**src/rtl/call_stack_if.sv**
```systemverilog
// Command/status bundle for the hardware call/return stack.
// master: CPU side, drives push/pop/flush/clear_err/data_in and observes status.
// slave : stack side, consumes commands and presents data_out/count/empty/full
//         and the sticky overflow/underflow flags.
interface call_stack_if #(
    parameter int unsigned WIDTH = 32,
    parameter int unsigned DEPTH = 8
);
    localparam int unsigned CW = $clog2(DEPTH + 1);

    logic             push;
    logic             pop;
    logic             flush;
    logic             clear_err;
    logic [WIDTH-1:0] data_in;
    logic [WIDTH-1:0] data_out;
    logic [CW-1:0]    count;
    logic             empty;
    logic             full;
    logic             overflow;
    logic             underflow;

    modport master (
        output push, pop, flush, clear_err, data_in,
        input  data_out, count, empty, full, overflow, underflow
    );

    modport slave (
        input  push, pop, flush, clear_err, data_in,
        output data_out, count, empty, full, overflow, underflow
    );
endinterface

```
**src/rtl/call_stack.sv**
```systemverilog
// Parametrised call/return stack holding return addresses for the PC-select path.
// Ports: clk, rst_n (async active-low) and bus (call_stack_if.slave) carrying
// push/pop/flush/clear_err/data_in in and data_out/count/empty/full/overflow/
// underflow out. data_out is a same-cycle read of the registered top entry.
// OVF_MODE: 0 = a push while full is rejected, 1 = it overwrites the oldest entry.
module call_stack #(
    parameter int unsigned WIDTH    = 32,
    parameter int unsigned DEPTH    = 8,
    parameter int unsigned OVF_MODE = 0
) (
    input logic        clk,
    input logic        rst_n,
    call_stack_if.slave bus
);
    localparam int unsigned PW = $clog2(DEPTH);
    localparam int unsigned CW = $clog2(DEPTH + 1);

    logic [WIDTH-1:0] mem_q [DEPTH];
    logic [PW-1:0]    tp_q, tp_d;
    logic [CW-1:0]    count_q, count_d;
    logic             empty_q, empty_d;
    logic             full_q, full_d;
    logic             ovf_q, ovf_d;
    logic             unf_q, unf_d;
    logic             we;
    logic [PW-1:0]    waddr;

    // Next-state decode; flush beats push/pop, and error sets beat clear_err.
    always_comb begin
        tp_d    = tp_q;
        count_d = count_q;
        ovf_d   = ovf_q;
        unf_d   = unf_q;
        we      = 1'b0;
        waddr   = tp_q;

        if (bus.clear_err) begin
            ovf_d = 1'b0;
            unf_d = 1'b0;
        end

        if (bus.flush) begin
            tp_d    = '0;
            count_d = '0;
        end else if (bus.push && bus.pop && !empty_q) begin
            // Replace top in place: no pointer move, no flag even when full.
            we = 1'b1;
        end else if (bus.push) begin
            // Also covers push+pop on an empty stack, which acts as a plain push.
            if (!full_q) begin
                tp_d    = tp_q + PW'(1);
                waddr   = tp_d;
                we      = 1'b1;
                count_d = count_q + CW'(1);
            end else begin
                ovf_d = 1'b1;
                if (OVF_MODE != 0) begin
                    // Ring wraps onto the oldest slot; count stays at DEPTH.
                    tp_d  = tp_q + PW'(1);
                    waddr = tp_d;
                    we    = 1'b1;
                end
            end
        end else if (bus.pop) begin
            if (!empty_q) begin
                tp_d    = tp_q - PW'(1);
                count_d = count_q - CW'(1);
            end else begin
                unf_d = 1'b1;
            end
        end

        empty_d = (count_d == '0);
        full_d  = (count_d == CW'(DEPTH));
    end

    // Control state; storage itself is deliberately left unreset.
    always_ff @(posedge clk or negedge rst_n) begin
        if (!rst_n) begin
            tp_q    <= '0;
            count_q <= '0;
            empty_q <= 1'b1;
            full_q  <= 1'b0;
            ovf_q   <= 1'b0;
            unf_q   <= 1'b0;
        end else begin
            tp_q    <= tp_d;
            count_q <= count_d;
            empty_q <= empty_d;
            full_q  <= full_d;
            ovf_q   <= ovf_d;
            unf_q   <= unf_d;
        end
    end

    // Entry storage.
    always_ff @(posedge clk) begin
        if (we) begin
            mem_q[waddr] <= bus.data_in;
        end
    end

    assign bus.data_out  = empty_q ? '0 : mem_q[tp_q];
    assign bus.count     = count_q;
    assign bus.empty     = empty_q;
    assign bus.full      = full_q;
    assign bus.overflow  = ovf_q;
    assign bus.underflow = unf_q;
endmodule

```
**src/flat_wrapper.sv**
```systemverilog
// flat-port wrapper written by rule: the top's interface ports become plain ports
module call_stack_flat 
#(
    parameter int unsigned WIDTH    = 32,
    parameter int unsigned DEPTH    = 8,
    parameter int unsigned OVF_MODE = 0
)
  (clk, rst_n, bus_push, bus_pop, bus_flush, bus_clear_err, bus_data_in, bus_data_out, bus_count, bus_empty, bus_full, bus_overflow, bus_underflow);
  call_stack_if #(.WIDTH(WIDTH), .DEPTH(DEPTH)) bus_i ();
  input logic clk;
  input logic rst_n;
  input wire logic [$bits(bus_i.push)-1:0] bus_push;
  input wire logic [$bits(bus_i.pop)-1:0] bus_pop;
  input wire logic [$bits(bus_i.flush)-1:0] bus_flush;
  input wire logic [$bits(bus_i.clear_err)-1:0] bus_clear_err;
  input wire logic [$bits(bus_i.data_in)-1:0] bus_data_in;
  output wire logic [$bits(bus_i.data_out)-1:0] bus_data_out;
  output wire logic [$bits(bus_i.count)-1:0] bus_count;
  output wire logic [$bits(bus_i.empty)-1:0] bus_empty;
  output wire logic [$bits(bus_i.full)-1:0] bus_full;
  output wire logic [$bits(bus_i.overflow)-1:0] bus_overflow;
  output wire logic [$bits(bus_i.underflow)-1:0] bus_underflow;
  assign bus_i.push = bus_push;
  assign bus_i.pop = bus_pop;
  assign bus_i.flush = bus_flush;
  assign bus_i.clear_err = bus_clear_err;
  assign bus_i.data_in = bus_data_in;
  assign bus_data_out = bus_i.data_out;
  assign bus_count = bus_i.count;
  assign bus_empty = bus_i.empty;
  assign bus_full = bus_i.full;
  assign bus_overflow = bus_i.overflow;
  assign bus_underflow = bus_i.underflow;
  call_stack #(.WIDTH(WIDTH), .DEPTH(DEPTH), .OVF_MODE(OVF_MODE)) u_core (.clk(clk), .rst_n(rst_n), .bus(bus_i));
endmodule
```
**config.mk**
```make
export PLATFORM = sky130hd
export DESIGN_NAME = call_stack_flat
export DESIGN_NICKNAME = d
export VERILOG_FILES = /design/src/rtl/call_stack_if.sv /design/src/rtl/call_stack.sv /design/src/flat_wrapper.sv
export SDC_FILE = /design/constraint.sdc
export NUM_CORES = 1
export LEC_CHECK = 0
export CAP_MARGIN = 10
export CORE_ASPECT_RATIO = 0.9
export CORE_MARGIN = 5
export CORE_UTILIZATION = 53
export DETAILED_ROUTE_END_ITERATION = 6
export PLACE_DENSITY = 0.76
export SLEW_MARGIN = 25
export SYNTH_ARGS = -nofsm -noshare
export SYNTH_HDL_FRONTEND = slang
export SYNTH_SLANG_ARGS = --single-unit
```
**constraint.sdc**
```tcl
create_clock -name clk -period 3.35 [get_ports clk]
set_input_delay 0.335 -clock clk [delete_from_list [all_inputs] [get_ports clk]]
set_output_delay 0.335 -clock clk [all_outputs]
set_load 0.03 [all_outputs]
```
# --- Word level (Yosys, flattened, before mapping) ---
# Memory sizes are Yosys's and may differ from the RTL's.
# Index checks and enable logic that the tools add are counted.
classes:
  add_sub_neg: 4
  n_eq_ne: 3
  n_mux: 33
  n_reduce_logical: 6
ops:
  columns: ["op", "count"]
  rows:
  - ["32-bit two-way mux", 1]
  - ["3-bit two-way mux", 9]
  - ["4-bit two-way mux", 6]
  - ["1-bit two-way mux", 17]
  - ["4-bit by 1-bit adder with 4-bit output, second input constant", 1]
  - ["4-bit equality test, second input constant", 1]
  - ["4-bit zero test", 1]
  - ["4-bit by 1-bit subtractor with 4-bit output, second input constant", 1]
  - ["3-bit by 1-bit adder with 3-bit output, second input constant", 1]
  - ["3-bit inequality test, second input constant", 1]
  - ["3-bit AND reduction", 1]
  - ["3-bit nonzero test", 1]
  - ["3-bit by 1-bit subtractor with 3-bit output, second input constant", 1]
  - ["1-bit logical AND", 2]
  - ["2-bit inequality test, second input constant", 1]
  - ["1-bit zero test", 1]
word_totals:
  regBits: 11
  mem_bits_rw: 256
  in_bits: 38
  output_inout_bits: 40
  elab_cells: 53
  n_memories: 1
memory_table:
  columns: ["name", "depth", "width", "rd", "rd_clocked_by_memory_dff", "wr", "line", "rtl"]
  rows:
  - ["u_core.mem_q", 8, 32, 1, 0, 1, "call_stack.sv:18", "logic [WIDTH-1:0] mem_q [DEPTH];"]

# --- Depth between registers and ports, before layout ---
depth:
  ltp_word: 7
  mapped_depth: 8
  depth_no_buf: 7

# --- Least setup slack after synthesis ---
# OpenSTA, ideal clock, no wires.
synth_timing:
  path_type: "register to register"
  from: "reg u_core.tp_q[1]"
  to: "mem u_core.mem_q[4][0], enable pin"
  setup_time_ns: 0.421
  arrival_time_ns: 2.959
  required_time_ns: 2.929
  slack_ns: -0.030
  stages_incl_launch_ff: 8
  n_path_buf: 3
  period_less_slack_ns: 3.380
  path_cell_list: "dfrtp_1 clkbuf_1 buf_2 buf_2 inv_1 ha_1 mux2_2 nor2_1"
synth_between:
  elab_chain_len: 5
synth_rtl:
  columns: ["item", "line", "rtl"]
  rows:
  - ["from (decl)", "call_stack.sv:19", "logic [PW-1:0] tp_q, tp_d;"]
  - ["from (signal assigned)", "call_stack.sv:87", "tp_q <= tp_d;"]
  - ["3-bit by 1-bit adder with 3-bit output", "call_stack.sv:51", "tp_d = tp_q + PW'(1);"]
  - ["3-bit two-way mux", "call_stack.sv:50", "if (!full_q) begin"]
  - ["3-bit two-way mux", "call_stack.sv:48", "end else if (bus.push) begin"]
  - ["3-bit two-way mux", "call_stack.sv:45", "end else if (bus.push && bus.pop && !empty_q) begin"]
  - ["3-bit two-way mux (*)", "call_stack.sv:42", "if (bus.flush) begin"]
  - ["to (decl)", "call_stack.sv:18", null]
# Mark *: on every way between the ends. The rest lies on a longest branch, timed or not.

# --- Final worst setup path ---
layout_timing:
  from: "reg u_core.tp_q[1]"
  to: "out bus_data_out[31]"
layout_between:
  elab_chain_len: 2
layout_rtl:
  columns: ["item", "line", "rtl"]
  rows:
  - ["memory read 8 x 32 bit", null, null]
  - ["32-bit two-way mux", "call_stack.sv:103", "assign bus.data_out = empty_q ? '0 : mem_q[tp_q];"]
  - ["to (decl)", "flat_wrapper.sv:17", "output wire logic [$bits(bus_i.data_out)-1:0] bus_data_out;"]
# Every way passes these cells.

==> key figures <==
Power
  – Worst VDD drop: about 0.61 mV
  – Power per Cell Area: ~720 mW/mm2
  – Leak: slightly above 4 nW

Finish
  – Final Non-Filler Cells: between 800 and 900
  – Nets@finish: 650
  – Final core utilization: roughly 65%
  – Proportion of layout cells with a drive suffix above 1: roughly a quarter
  – Area grow syn2layout: 21.3%
  – N_diodes: 0

Floorplanning
  – Row count: a little under 50
  – Die X: approximately 160 um
  – Die Area: 0.0229 mm2
  – Core ar.: ~0.020 mm2
  – Num ports: 78
  – Die Y: 144 um
  – Initial Utilization: 53.4%

Placement
  – Placed cells: 828
  – Port bufs: 77
  – HPWL after DPL: between 10 and 15 mm
  – Routability congestion estimate: between 0.7 and 0.8

STA
  – Fin crit period: ~3200 ps
  – RSZ-0062 raised after global routing: false
  – Max Slew Vio Count: 0
  – Fin. Hold Viols: 0
  – Slew @ Worst Pin: ~780 ps
  – Final setup viols: 0
  – Fmax: between 300 and 400 MHz
  – Clk_skew: 13.1 ps
  – Rel. slew slack: between 40% and 50%
  – Setup TNS: 0 ps
  – Final hold slack: roughly 160 ps
  – Period utilization: 94.6%

Worst setup path
  – Reg-to-reg slack, setup: roughly 600 ps
  – WP data required: 3010 ps
  – Worst Setup Path Type: flop to output port
  – Reg2reg path depth: 6
  – Worst reg2reg endpoint: u_core.mem_q[5][17]
  – Crit Reg-Reg Startpoint: u_core.bus.empty
  – Crit path DAT: between 2000 and 3000 ps
  – Critical path endpoint category: output port
  – Startpoint types: flop
  – Worst-path maximum fanout: 33

Clock tree
  – Root Buffer: clkbuf_16
  – TritonCTS buffer count: 26
  – # hold bufs at CTS: 0
  – CTS tree: built
  – Clock tree buffer depth: 3
  – # clock sinks: between 200 and 300
  – H-tree depth: 1
  – Clock Latency Late Sink: approximately 520 ps
  – CTS clock-pin slew for the worst setup and hold paths: roughly 70 ps

Global route
  – First-pass GRT wire length: around 32 mm
  – Vias in the first global route: 5413
  – All-Layer GR Usage: a little under a fifth
  – Largest net degree at the start of global routing: 34
  – Initial antenna violation count: 0
  – Grt total ovfl: 0

Synthesis
  – Syn Area/Cell: 21.3 um2
  – Asr flop ratio synth: approximately 4.1%
  – Syn. warnings: 0
  – Mapped Cells: between 400 and 500
  – Seq/Total Area, Yosys: about 75%
  – Post-synth EDFFs: about 260
  – Yosys reg bits: 267
  – Post-Syn Area: 0.0106 mm2
  – Syn_nets: 539
  – Predominant post-synthesis flop cell: edfxtp_1
  – Synth cell types: 39

Route
  – Drt wl/cell: 23.8 um
  – 1st-pass router iterations: 5
  – Via Count: ~5100
  – ANT nets after route: 0
  – Initial DRC Count: between 300 and 400
  – WL final: 20.9 mm
  – DRC violations left: 0
  – Vias/cell: ~5.8

Run status
  – Status: completed

Job
  – Max-cap viol count: 0

Hold path
  – Min-Delay Path Class: input port to asynchronous set/reset pin
## final cells by class
class	instances	area (um2)
Timing Repair Buffer	110	1170
Clock inverter	11	156
Multi-Input combinational cell	197	2490
Sequential cell	267	7970
Tap cell	255	319
Fill cell	1294	6970
Inverter	6	22.5
Clock buffer	32	694
## synthesized netlist by cell type (2+ instances only)
| master | n | area (um2) |
|---|---|---|
| nor3_2 | 2 | 20.0 |
| nor3_1 | 3 | 15.0 |
| nand2b_1 | 3 | 18.8 |
| o21ai_0 | 4 | 20.0 |
| xnor2_1 | 4 | 35.0 |
| buf_2 | 10 | 50.1 |
| clkbuf_1 | 11 | 41.3 |
| dfrtp_1 | 10 | 250 |
| nand2_1 | 2 | 7.51 |
| edfxtp_1 | 256 | 7690 |
| ha_1 | 4 | 50.1 |
| buf_6 | 6 | 67.6 |
| nor2_1 | 50 | 188 |
| nand3_1 | 2 | 10.0 |
| a211oi_1 | 2 | 15.0 |
| nor4b_2 | 2 | 30.0 |
| inv_1 | 6 | 22.5 |
| mux4_2 | 64 | 1440 |
| mux2i_1 | 35 | 350 |
| nor3_4 | 2 | 32.5 |
## metrics by stage
stage | power (mW) | worst slack [ps] | instance area [um2]
floorplan | 5.51 | -30.0 | 10600
global placement | 6.33 | 606 | 11900
detailed placement | 6.37 | 493 | 11900
CTS | 9.29 | 10.7 | 12800
global route | 9.61 | 34.7 | 12800
finish | 9.24 | 181 | 12800
## how the worst max path moves through the flow
stage                    from             endpoint  slack (ps)  cells after the start
5_1_grt        u_core.tp_q[0]     bus_data_out[14]          30                      6
2_1_floorplan  u_core.tp_q[1]   u_core.mem_q[4][0]         -30                      7
3_5_place_dp         bus_push  u_core.mem_q[5][16]         490                      7
3_3_place_gp   u_core.tp_q[0]      bus_data_out[6]         610                      5
6_report       u_core.tp_q[1]     bus_data_out[31]         180                      5
4_1_cts        u_core.tp_q[0]      bus_data_out[6]          10                      5
## timing repair
action                     CTS  global route
resized for setup            0             1
setup endpoints to repair    0             8
buffers inserted             0             7
## flip-flops by register name, summed over array words and instances, names as in the netlist
name,cells
u_core.tp_q,3
u_core.bus.count,4
u_core.bus.overflow,1
u_core.bus.underflow,1
u_core.bus.empty,1
u_core.bus.full,1
u_core.mem_q,256
## layer usage
metal / vias up / routed length, um / track usage [%]
met5: - / 0 / 0
met4: 0 / 324 / 3.41
li1: 2243 / - / -
met2: 169 / 10200 / 30.2
met3: 25 / 1190 / 3.39
met1: 2668 / 9200 / 26.4
## critical path, stage by stage (launching register included)
cell and delay, ps:
dfrtp_2 700, buf_12 300, mux4_2 340, mux2i_1 240, nor2_1 90, clkdlybuf4s50_1 620
## power breakdown
group	internal, mW	switching, mW	total [mW]	leakage (nW)
Clock	1.77	1.16	2.92	0.410
Combinational	1.07	1.24	2.32	1.21
Sequential	3.85	0.153	4.01	2.45
Total	6.69	2.55	9.24	4.08
## cell usage in the layout (no fill, tap or decap), drive strengths merged, types with 7 or more instances in the layout
cell type,instances
buf,33
dfrtp,10
nor3,7
clkbuf,32
clkdlybuf4s50,77
mux4,64
nor2,51
mux2i,35
edfxtp,256
## logic make-up after synthesis
family | synth area share (%)
XOR/XNOR | 0.568
adder cells (fa/ha/maj) | 0.473
buffers and inverters | 1.71
multiplexers | 17.2
AO/OA/AOI/OAI | 0.863
AND/OR/NAND/NOR | 3.91
flip-flops | 75.3
(Power assumes the default switching activity.)
